### src/rtl/lcd_pkg.sv
// Shared definitions for the DMG LCD timing generator.
// Holds the default panel timing, counter widths, the 2-bit pixel type
// and the line-phase state encoding.
package lcd_pkg;

    localparam int H_ACTIVE   = 160;  // pixels per line
    localparam int V_ACTIVE   = 144;  // visible lines
    localparam int H_TOTAL    = 456;  // dots per line
    localparam int V_TOTAL    = 154;  // lines per frame
    localparam int H_START    = 80;   // dot at which pixel acceptance opens
    localparam int H_DEADLINE = 452;  // dot at which an unfinished line is force-latched

    localparam int DOT_W = 9;
    localparam int LY_W  = 8;
    localparam int PX_W  = 8;

    typedef logic [1:0] pixel_t;

    typedef enum logic [2:0] {
        S_OFF,
        S_PRE,
        S_ACTIVE,
        S_LATCH,
        S_POST,
        S_VBLANK
    } lcd_state_t;

endpackage

### src/rtl/lcd_dot_counter.sv
// Dot / line timebase for the LCD timing generator.
//   clk, reset   : dot clock, synchronous active-high reset
//   lcd_en       : display enable; counters are held at 0 while low
//   running      : display was already enabled last cycle (registered cpg)
//   dot, ly      : current dot 0..H_TOTAL-1 and line 0..V_TOTAL-1
//   line_start   : the coming clock edge begins dot 0 of a new line
//   frame_start  : the coming clock edge begins dot 0 of line 0
// The strobes are look-ahead so the controller can register its
// line-start outputs to be valid exactly at dot 0.
module lcd_dot_counter
    import lcd_pkg::*;
(
    input  logic             clk,
    input  logic             reset,
    input  logic             lcd_en,
    input  logic             running,
    output logic [DOT_W-1:0] dot,
    output logic [LY_W-1:0]  ly,
    output logic             line_start,
    output logic             frame_start
);

    logic active;
    logic dot_wrap;
    logic ly_wrap;

    assign active   = ~reset & lcd_en;
    assign dot_wrap = (dot == DOT_W'(H_TOTAL - 1));
    assign ly_wrap  = (ly == LY_W'(V_TOTAL - 1));

    // First enabled cycle counts as a fresh frame start at dot 0 / line 0.
    assign line_start  = active & (~running | dot_wrap);
    assign frame_start = active & (~running | (dot_wrap & ly_wrap));

    always_ff @(posedge clk) begin
        if (!active || !running) begin
            dot <= '0;
            ly  <= '0;
        end else if (dot_wrap) begin
            dot <= '0;
            ly  <= ly_wrap ? '0 : ly + LY_W'(1);
        end else begin
            dot <= dot + DOT_W'(1);
        end
    end

endmodule

### src/rtl/lcd_timing_gen.sv
// LCD interface driver: takes 2-bit pixels from the PPU pixel FIFO over
// valid/ready and produces the panel strobes and pixel data.
//   clk, reset          : dot clock, synchronous active-high reset
//   lcd_en              : LCDC display enable
//   pix_valid, pix_data : incoming pixel stream
//   pix_ready           : pixel accepted this cycle when pix_valid is high
//   cpg                 : display enabled
//   cp, st              : pixel clock pulse, horizontal sync with first pixel
//   cpl                 : line latch pulse
//   fr                  : drive polarity, toggles every line
//   s                   : vertical sync, high for all of line 0
//   ld                  : pixel data {ld1, ld0}
//   ly                  : current line
//   underrun            : sticky, a line was latched short of pixels
//
// state    | meaning
// S_OFF    | display disabled, all outputs held low
// S_PRE    | visible line, before pixel acceptance opens
// S_ACTIVE | accepting pixels, at most one every two clocks
// S_LATCH  | waiting for the last cp to fall, then one-cycle cpl
// S_POST   | line latched, idle until dot wrap
// S_VBLANK | vertical blanking line, no pixel activity
module lcd_timing_gen
    import lcd_pkg::*;
(
    input  logic            clk,
    input  logic            reset,
    input  logic            lcd_en,
    input  logic            pix_valid,
    input  pixel_t          pix_data,
    output logic            pix_ready,
    output logic            cpg,
    output logic            cp,
    output logic            cpl,
    output logic            fr,
    output logic            st,
    output logic            s,
    output pixel_t          ld,
    output logic [LY_W-1:0] ly,
    output logic            underrun
);

    lcd_state_t       state;
    logic [PX_W-1:0]  px_cnt;
    logic [DOT_W-1:0] dot;
    logic             line_start;
    logic             frame_start;
    logic             hs;

    lcd_dot_counter u_dot_counter (
        .clk         (clk),
        .reset       (reset),
        .lcd_en      (lcd_en),
        .running     (cpg),
        .dot         (dot),
        .ly          (ly),
        .line_start  (line_start),
        .frame_start (frame_start)
    );

    assign pix_ready = (state == S_ACTIVE) && !cp && (px_cnt < PX_W'(H_ACTIVE));
    assign hs        = pix_valid & pix_ready;

    always_ff @(posedge clk) begin
        if (reset || !lcd_en) begin
            state    <= S_OFF;
            cpg      <= 1'b0;
            cp       <= 1'b0;
            cpl      <= 1'b0;
            fr       <= 1'b0;
            st       <= 1'b0;
            s        <= 1'b0;
            ld       <= '0;
            px_cnt   <= '0;
            underrun <= 1'b0;
        end else begin
            cpg <= 1'b1;
            // pix_ready is low while cp is high, so cp is always a single-cycle pulse
            cp  <= hs;
            st  <= hs && (px_cnt == '0);
            if (hs) begin
                ld     <= pix_data;
                px_cnt <= px_cnt + PX_W'(1);
            end

            if (line_start) begin
                fr    <= ~fr;
                s     <= frame_start;
                cpl   <= 1'b0;
                // frame_start means the next line is 0; otherwise it is ly+1
                state <= (frame_start || ly < LY_W'(V_ACTIVE - 1)) ? S_PRE : S_VBLANK;
            end else begin
                case (state)
                    S_PRE: begin
                        if (dot == DOT_W'(H_START - 1)) begin
                            state  <= S_ACTIVE;
                            px_cnt <= '0;
                        end
                    end
                    S_ACTIVE: begin
                        if (!cp && px_cnt == PX_W'(H_ACTIVE)) begin
                            state <= S_LATCH;
                            cpl   <= 1'b1;
                        end else if (dot == DOT_W'(H_DEADLINE - 1) && px_cnt < PX_W'(H_ACTIVE)) begin
                            // Leave ACTIVE so cpl can land on the deadline dot. A pixel
                            // accepted now or still on cp finishes first and LATCH
                            // raises cpl the cycle after its cp falls.
                            state <= S_LATCH;
                            cpl   <= !cp && !hs;
                            if (!(hs && px_cnt == PX_W'(H_ACTIVE - 1))) begin
                                underrun <= 1'b1;
                            end
                        end
                    end
                    S_LATCH: begin
                        if (cpl) begin
                            state <= S_POST;
                            cpl   <= 1'b0;
                        end else if (!cp) begin
                            cpl <= 1'b1;
                        end
                    end
                    default: ;
                endcase
            end
        end
    end

endmodule

### config.mk
export PLATFORM = sky130hd
export DESIGN_NAME = lcd_timing_gen
export DESIGN_NICKNAME = d
export VERILOG_FILES = /design/src/rtl/lcd_pkg.sv /design/src/rtl/lcd_dot_counter.sv /design/src/rtl/lcd_timing_gen.sv
export SDC_FILE = /design/constraint.sdc
export NUM_CORES = 1
export LEC_CHECK = 0
export ABC_AREA = 1
export BUFFER_PORTS_ARGS = -buffer_cell sky130_fd_sc_hd__buf_2
export CAP_MARGIN = 20
export CORE_AREA = 2 2 62 64
export DETAILED_ROUTE_END_ITERATION = 6
export DIE_AREA = 0 0 64 66
export GPL_ROUTABILITY_DRIVEN = 1
export PLACE_DENSITY = 0.76
export SKIP_LAST_GASP = 1
export SYNTH_ARGS = -nofsm -noshare
export SYNTH_HDL_FRONTEND = slang
export SYNTH_SLANG_ARGS = --single-unit
export TNS_END_PERCENT = 1
### constraint.sdc
create_clock -name clk -period 1.85 [get_ports clk]
set_clock_uncertainty 0.05 [all_clocks]
set_input_delay 0.37 -clock clk [delete_from_list [all_inputs] [get_ports clk]]
set_output_delay 0.37 -clock clk [all_outputs]
set_load 0.02 [all_outputs]
---- Yosys cells after proc, flatten, opt, wreduce, memory -nomap -nowiden ----
Index checks and enable logic that the tools add are counted.
word-level totals
  bits in registers ....................... 37
  bits in latches ......................... 0
  bits in writable memories ............... 0
  bits in read-only memories .............. 0
  input port bits ......................... 6
  output and inout port bits .............. 18
  logic and storage cells ................. 84
  memories ................................ 0
operators by class
  add/sub/neg operators ................... 3
  $mul .................................... 0
  div/mod/pow operators ................... 0
  order comparisons ....................... 2
  equal/unequal tests ..................... 13
  shift-type cells ........................ 0
  multiplexer cells ....................... 18
  bitwise gates (word level) .............. 13
  reduce and logical (&&, ||, !) cells .... 23
operators by type and width
  kind                                                                      count
  8-bit two-way mux                                                         5
  8-bit equality test (second input constant)                               3
  9-bit equality test (second input constant)                               2
  3-bit two-way mux                                                         6
  8-bit by 1-bit adder with 8-bit output (second input constant)            2
  8-bit less-than comparator (second input constant)                        2
  9-bit by 1-bit adder with 9-bit output (second input constant)            1
  9-bit by 7-bit equality test with 1-bit output (second input constant)    1
  3-bit case mux with 3 select lines                                        1
  8-bit zero test                                                           1
  1-bit logical AND                                                         7
  3-bit by 2-bit equality test with 1-bit output (second input constant)    2
  3-bit inequality test (second input constant)                             2
  1-bit NOT                                                                 6
  1-bit AND                                                                 5
  1-bit zero test                                                           5
  1-bit two-way mux                                                         5
  5-bit AND reduction                                                       1
  4-bit by 2-bit inequality test with 1-bit output (second input constant)  1
  4-bit AND reduction                                                       1
  4-bit nonzero test                                                        1
  2-bit OR reduction                                                        2
  3-bit by 1-bit equality test with 1-bit output (second input constant)    1
  1-bit logical OR                                                          3
  5 further kinds                                                           6

---- Logic depth before layout (Yosys ltp) ----
  depth in word-level cells ............... 9
  gate-level depth with buffers ........... 11

---- Hierarchy ----
From an unflattened synthesis, not the netlist that was laid out.
second synthesis, totals
  cells, all modules ...................... 318
  area total of the unflattened synthesis .. 2132.0 sq um
modules (own cells, without submodules)
  module           instances  cells an instance  area each (sq um)  seq. area each (sq um)
  lcd_timing_gen   1          180                1159.9             400.4
  lcd_dot_counter  1          138                972.2              340.3

---- Worst setup path after synthesis ----
No wires, ideal clock.
  kind .................................... register -> register
  start ................................... register u_dot_counter.dot[0]
  end ..................................... register u_dot_counter.ly[4]
  data arrival time ....................... 1.306 ns
  data required time ...................... 1.677 ns
  path slack .............................. 0.371 ns
  stages on the path, launching flop included .. 9
  buffers on the path ..................... 0
  clock period less this slack ............ 1.479 ns
  cell sequence ........................... dfxtp_1 ha_1 nand2_1 nor2_1 nand2_4 clkinv_2 nor2_8 a31oi_1 nor2_1
between the ends
  cells in the longest elaborated chain, start to end .. 1
RTL lines
  item                    line                   source
  from (decl)             lcd_dot_counter.sv:17  output logic [DOT_W-1:0] dot,
  from (signal assigned)  lcd_dot_counter.sv:43  dot <= dot + DOT_W'(1);
  9-bit equality test     lcd_dot_counter.sv:28  assign dot_wrap = (dot == DOT_W'(H_TOTAL - 1));
  to (signal assigned)    lcd_dot_counter.sv:41  ly <= ly_wrap ? '0 : ly + LY_W'(1);
  to (decl)               lcd_dot_counter.sv:18  output logic [LY_W-1:0] ly,
No other way between the ends.
A chain may end at the register's enable or synchronous reset.

---- Final worst setup path ----
  start ................................... register state[1]
  end ..................................... output port pix_ready
between the ends
  cells in the longest elaborated chain, start to end .. 3
RTL lines
  item                                            line                  source
  from (decl)                                     lcd_timing_gen.sv:43  lcd_state_t state;
  from (signal assigned)                          lcd_timing_gen.sv:91  state <= (frame_start || ly < LY_W'(V_ACTIVE - 1)) ? S_PRE : S_VBLANK;
  3-bit by 2-bit equality test with 1-bit output  lcd_timing_gen.sv:61  assign pix_ready = (state == S_ACTIVE) && !cp && (px_cnt < PX_W'(H_ACTIVE));
  1-bit logical AND (2 in a row)                  lcd_timing_gen.sv:61
  to (decl)                                       lcd_timing_gen.sv:31  output logic pix_ready,
No other way between the ends.

==> impl_summary.txt <==
----------------------------------------------------
[Run]
  Max Cap Viol ... 0

[Drt]
  Total length of routed wires ... 3870 um
  Routed len/inst ... 11.1 um
  ANT nets after route ... 0
  Detailed Route Iter0 Violations ... 84
  Vias per std cell ... 4.98
  Post-route DRC violation count ... 0
  Drt first pass iters ... 4
  Via count ... 1738

[Timing]
  Transition at the pin with the smallest max-transition slack ... 426 ps
  Max Freq ... 0.568 GHz
  Unrepaired setup endpoints after global routing ... true
  Number of hold violations in the final report ... 0
  Fin. max-slew vios ... 0
  Final Cycle Share ... 0.952
  Remaining max-slew budget at the tightest pin ... 0.713
  Min cycle time layout ... 1760 ps
  Setup Viol. Count Final ... 0

[Global route]
  Number of global-route vias before repair ... 1611
  First-pass GRT wire length ... 6580 um
  Grt total ovfl ... 0
  Initial antenna violation count ... 0
  Overall Global Routing Usage ... 0.202
  Largest net degree at the start of global routing ... 15

[Final layout]
  Count of non-filler cells in the finished layout ... 349
  Final core utilization ... 0.626
  Most frequent standard cell in the layout excluding fill and tap cells ... sky130_fd_sc_hd__nand2_1
  Fraction of layout cells with a size suffix above 1 ... 0.199
  Layout Area Growth over Synthesis ... 13.6%
  Commonest non-fill, non-tap cells in the layout ... 58 x sky130_fd_sc_hd__nand2_1, 43 x sky130_fd_sc_hd__nor2_1, 37 x sky130_fd_sc_hd__dfxtp_1, 33 x sky130_fd_sc_hd__inv_1, 23 x sky130_fd_sc_hd__buf_2
  Antenna Diode Count ... 0
  # fillers ... 319
  Nets ... 311

[Power and ir drop]
  Sequential Power Share ... 0.505
  Int Pwr ... 1.26 mW
  Combinational cell fraction of total power ... 0.068
  Part of the total power dissipated in the clock network ... 0.427
  IR drop worst, VDD ... 0.594 mV
  Proportion of total power due to net switching ... 0.221
  Net Sw Power ... 0.357 mW
  Leakage ... 0.936 nW
  PD cells ... 728 nW/um^2

[Run status]
  Run status ... finished, final reports clean

[Yosys]
  Syn Std Cell Area ... 1960 sq um
  Number of warnings reported in the yosys synthesis log ... 0
  Post-synth top area share ... 0.379
  Mean cell area of the mapped netlist ... 7.19 sq um
  Leading post-synthesis cells by cell area ... sky130_fd_sc_hd__dfxtp_1 38%, sky130_fd_sc_hd__nand2_1 11%, sky130_fd_sc_hd__nor2_1 8.6%
  Sequential element share of the synthesized area ... 0.379
  Flops & latches, synth ... 37
  Cell type with the largest total area after synthesis ... sky130_fd_sc_hd__dfxtp_1
  Gate count after technology mapping ... 272
  Distinct cells, synth ... 34
  Synthesized net count ... 283

[Min path]
  HP Class ... in -> reg

[Die]
  Area enclosed by the die boundary ... 4220 sq um
  Top-level port count ... 24
  Core area ... 3550 sq um
  Width of the die ... 64 um
  Chip height ... 66 um
  Cell Rows ... 22
  Initial cell density of the core ... 0.551

[Clocking]
  Number of buffers created by CTS ... 5
  Clock tree sinks ... 37
  Root buffer cell ... sky130_fd_sc_hd__clkbuf_4
  CTS clk-pin slew, worst paths ... 110 ps
  H-Tree Level Count ... 2
  Buffer depth of the longest clock path ... 2
  Worst-Skew Late Latency ... 350 ps
  Number of buffers inserted by post-CTS setup repair ... 0
  CTS tree ... built

[Placement]
  Placed instance count ... 341
  Placer congestion estimate ... 0.879
  Sum of net half-perimeters after detailed placement ... 2840 um
  Count of input and output buffers ... 23

[Setup path]
  Worst Setup End Kind ... output port
  Type of origin of the critical path ... flip-flop
  Crit Path Category ... reg -> out
  Highest net fanout along the worst path ... 5
  Data arrival, critical path ... 1340 ps
  Critical Path RT ... 1430 ps

----------------------------------------------------
==> layer usage <==
layer | track usage | up-vias | routed length (um)
met3 | 0.0613 | 7 | 145
met5 | 0 | - | 0
met2 | 0.342 | 29 | 1740
met4 | 0.0788 | 0 | 61
met1 | 0.238 | 777 | 1920
li1 | - | 925 | -
==> stage by stage <==
step / cell area [sq um] / setup WS (ps) / setup TNS [ps] / total power, mW / hold WS (ps)
floorplan: 1960 / 371 / 0 / 0.915 / 367
global placement: 2110 / 228 / 0 / 0.942 / 384
detailed placement: 2110 / 158 / 0 / 0.943 / 393
CTS: 2210 / 69.9 / 0 / 1.64 / 201
global route: 2220 / -16.4 / -25.0 / 1.69 / 198
finish: 2220 / 88.3 / 0 / 1.62 / 221
==> what timing repair did <==
| item | in CTS | in global routing |
|---|---|---|
| gates resized for setup | 0 | 3 |
| hold buffers | 0 | 0 |
| setup endpoints to repair | 0 | 8 |
==> cells in the mapped netlist <==
cell type,instances
sky130_fd_sc_hd__nor2_2,1
sky130_fd_sc_hd__nor3b_1,1
sky130_fd_sc_hd__nand4_1,4
sky130_fd_sc_hd__inv_1,33
sky130_fd_sc_hd__nand2_4,5
sky130_fd_sc_hd__a31oi_1,1
sky130_fd_sc_hd__nor3_1,10
sky130_fd_sc_hd__inv_2,4
sky130_fd_sc_hd__nor2_8,2
sky130_fd_sc_hd__ha_1,5
sky130_fd_sc_hd__clkinv_2,1
sky130_fd_sc_hd__nor2_1,45
sky130_fd_sc_hd__nor2_4,2
sky130_fd_sc_hd__o21a_1,1
sky130_fd_sc_hd__o41ai_1,1
sky130_fd_sc_hd__a211oi_2,1
sky130_fd_sc_hd__nor4_1,2
sky130_fd_sc_hd__o21ai_0,6
sky130_fd_sc_hd__a21oi_2,1
sky130_fd_sc_hd__xor2_1,7
sky130_fd_sc_hd__a21oi_1,16
sky130_fd_sc_hd__nand3_1,12
sky130_fd_sc_hd__nand3_2,1
sky130_fd_sc_hd__a21o_1,1
sky130_fd_sc_hd__nand2_2,3
sky130_fd_sc_hd__nor3_2,1
sky130_fd_sc_hd__inv_4,1
sky130_fd_sc_hd__buf_6,2
sky130_fd_sc_hd__o21ai_2,2
sky130_fd_sc_hd__nand3b_1,1
sky130_fd_sc_hd__dfxtp_1,37
sky130_fd_sc_hd__nor3b_2,1
sky130_fd_sc_hd__nand2_1,58
sky130_fd_sc_hd__o21ai_1,3
==> layout make-up <==
type	instances	area, sq um	share of cell area
tap	48	60.1	0.0270
clock buffer	5	37.5	0.0169
sequential	37	741	0.333
inverter	39	150	0.0675
clock inverter	3	65.1	0.0293
multi-input combinational	194	1050	0.474
timing repair buffer	23	115	0.0518
==> worst max-delay path, cell delays in order, from the launching register on <==
cell and delay, ps:
sky130_fd_sc_hd__dfxtp_1 420, sky130_fd_sc_hd__inv_2 60, sky130_fd_sc_hd__nor2_4 120, sky130_fd_sc_hd__nand2_4 80
sky130_fd_sc_hd__nor2_4 140, sky130_fd_sc_hd__buf_2 180
==> worst paths after layout <==
path,depth (start not counted),slack (ps),endpoint,start
setup reg to reg,8,130,u_dot_counter.dot[8]$_SDFF_PP0_,u_dot_counter.dot[0]$_SDFF_PP0_
hold reg to reg,1,410,u_dot_counter.dot[0]$_SDFF_PP0_,u_dot_counter.dot[0]$_SDFF_PP0_
hold / removal,3,220,ld[1]$_SDFFE_PP0N_,pix_data[1]
setup / recovery,5,90,pix_ready,state[1]$_SDFFE_PP0P_
==> flip-flops by register name (all words and copies together) (netlist names) <==
| signal | cells |
|---|---|
| fr | 1 |
| s | 1 |
| u_dot_counter.ly | 8 |
| ld | 2 |
| cp | 1 |
| px_cnt | 8 |
| state | 3 |
| underrun | 1 |
| cpg | 1 |
| st | 1 |
| cpl | 1 |
| u_dot_counter.dot | 9 |
==> power by group through the flow <==
stage	Clock, mW	Combinational, mW	Sequential [mW]
3_3_place_gp	0	0.108	0.834
3_5_place_dp	0	0.109	0.834
5_1_grt	0.745	0.122	0.818
4_1_cts	0.710	0.110	0.816
6_report	0.692	0.110	0.816
2_1_floorplan	0	0.0772	0.838
==> cell families after synthesis <==
kind of cell | count (synthesis) | share of synthesized area
simple gates | 149 | 0.371
buf+inv | 41 | 0.0882
flops | 37 | 0.379
compound gates | 33 | 0.0991
xor+xnor | 7 | 0.0313
fa+ha+maj | 5 | 0.0320
No activity file was read; power rests on OpenSTA's default activity.
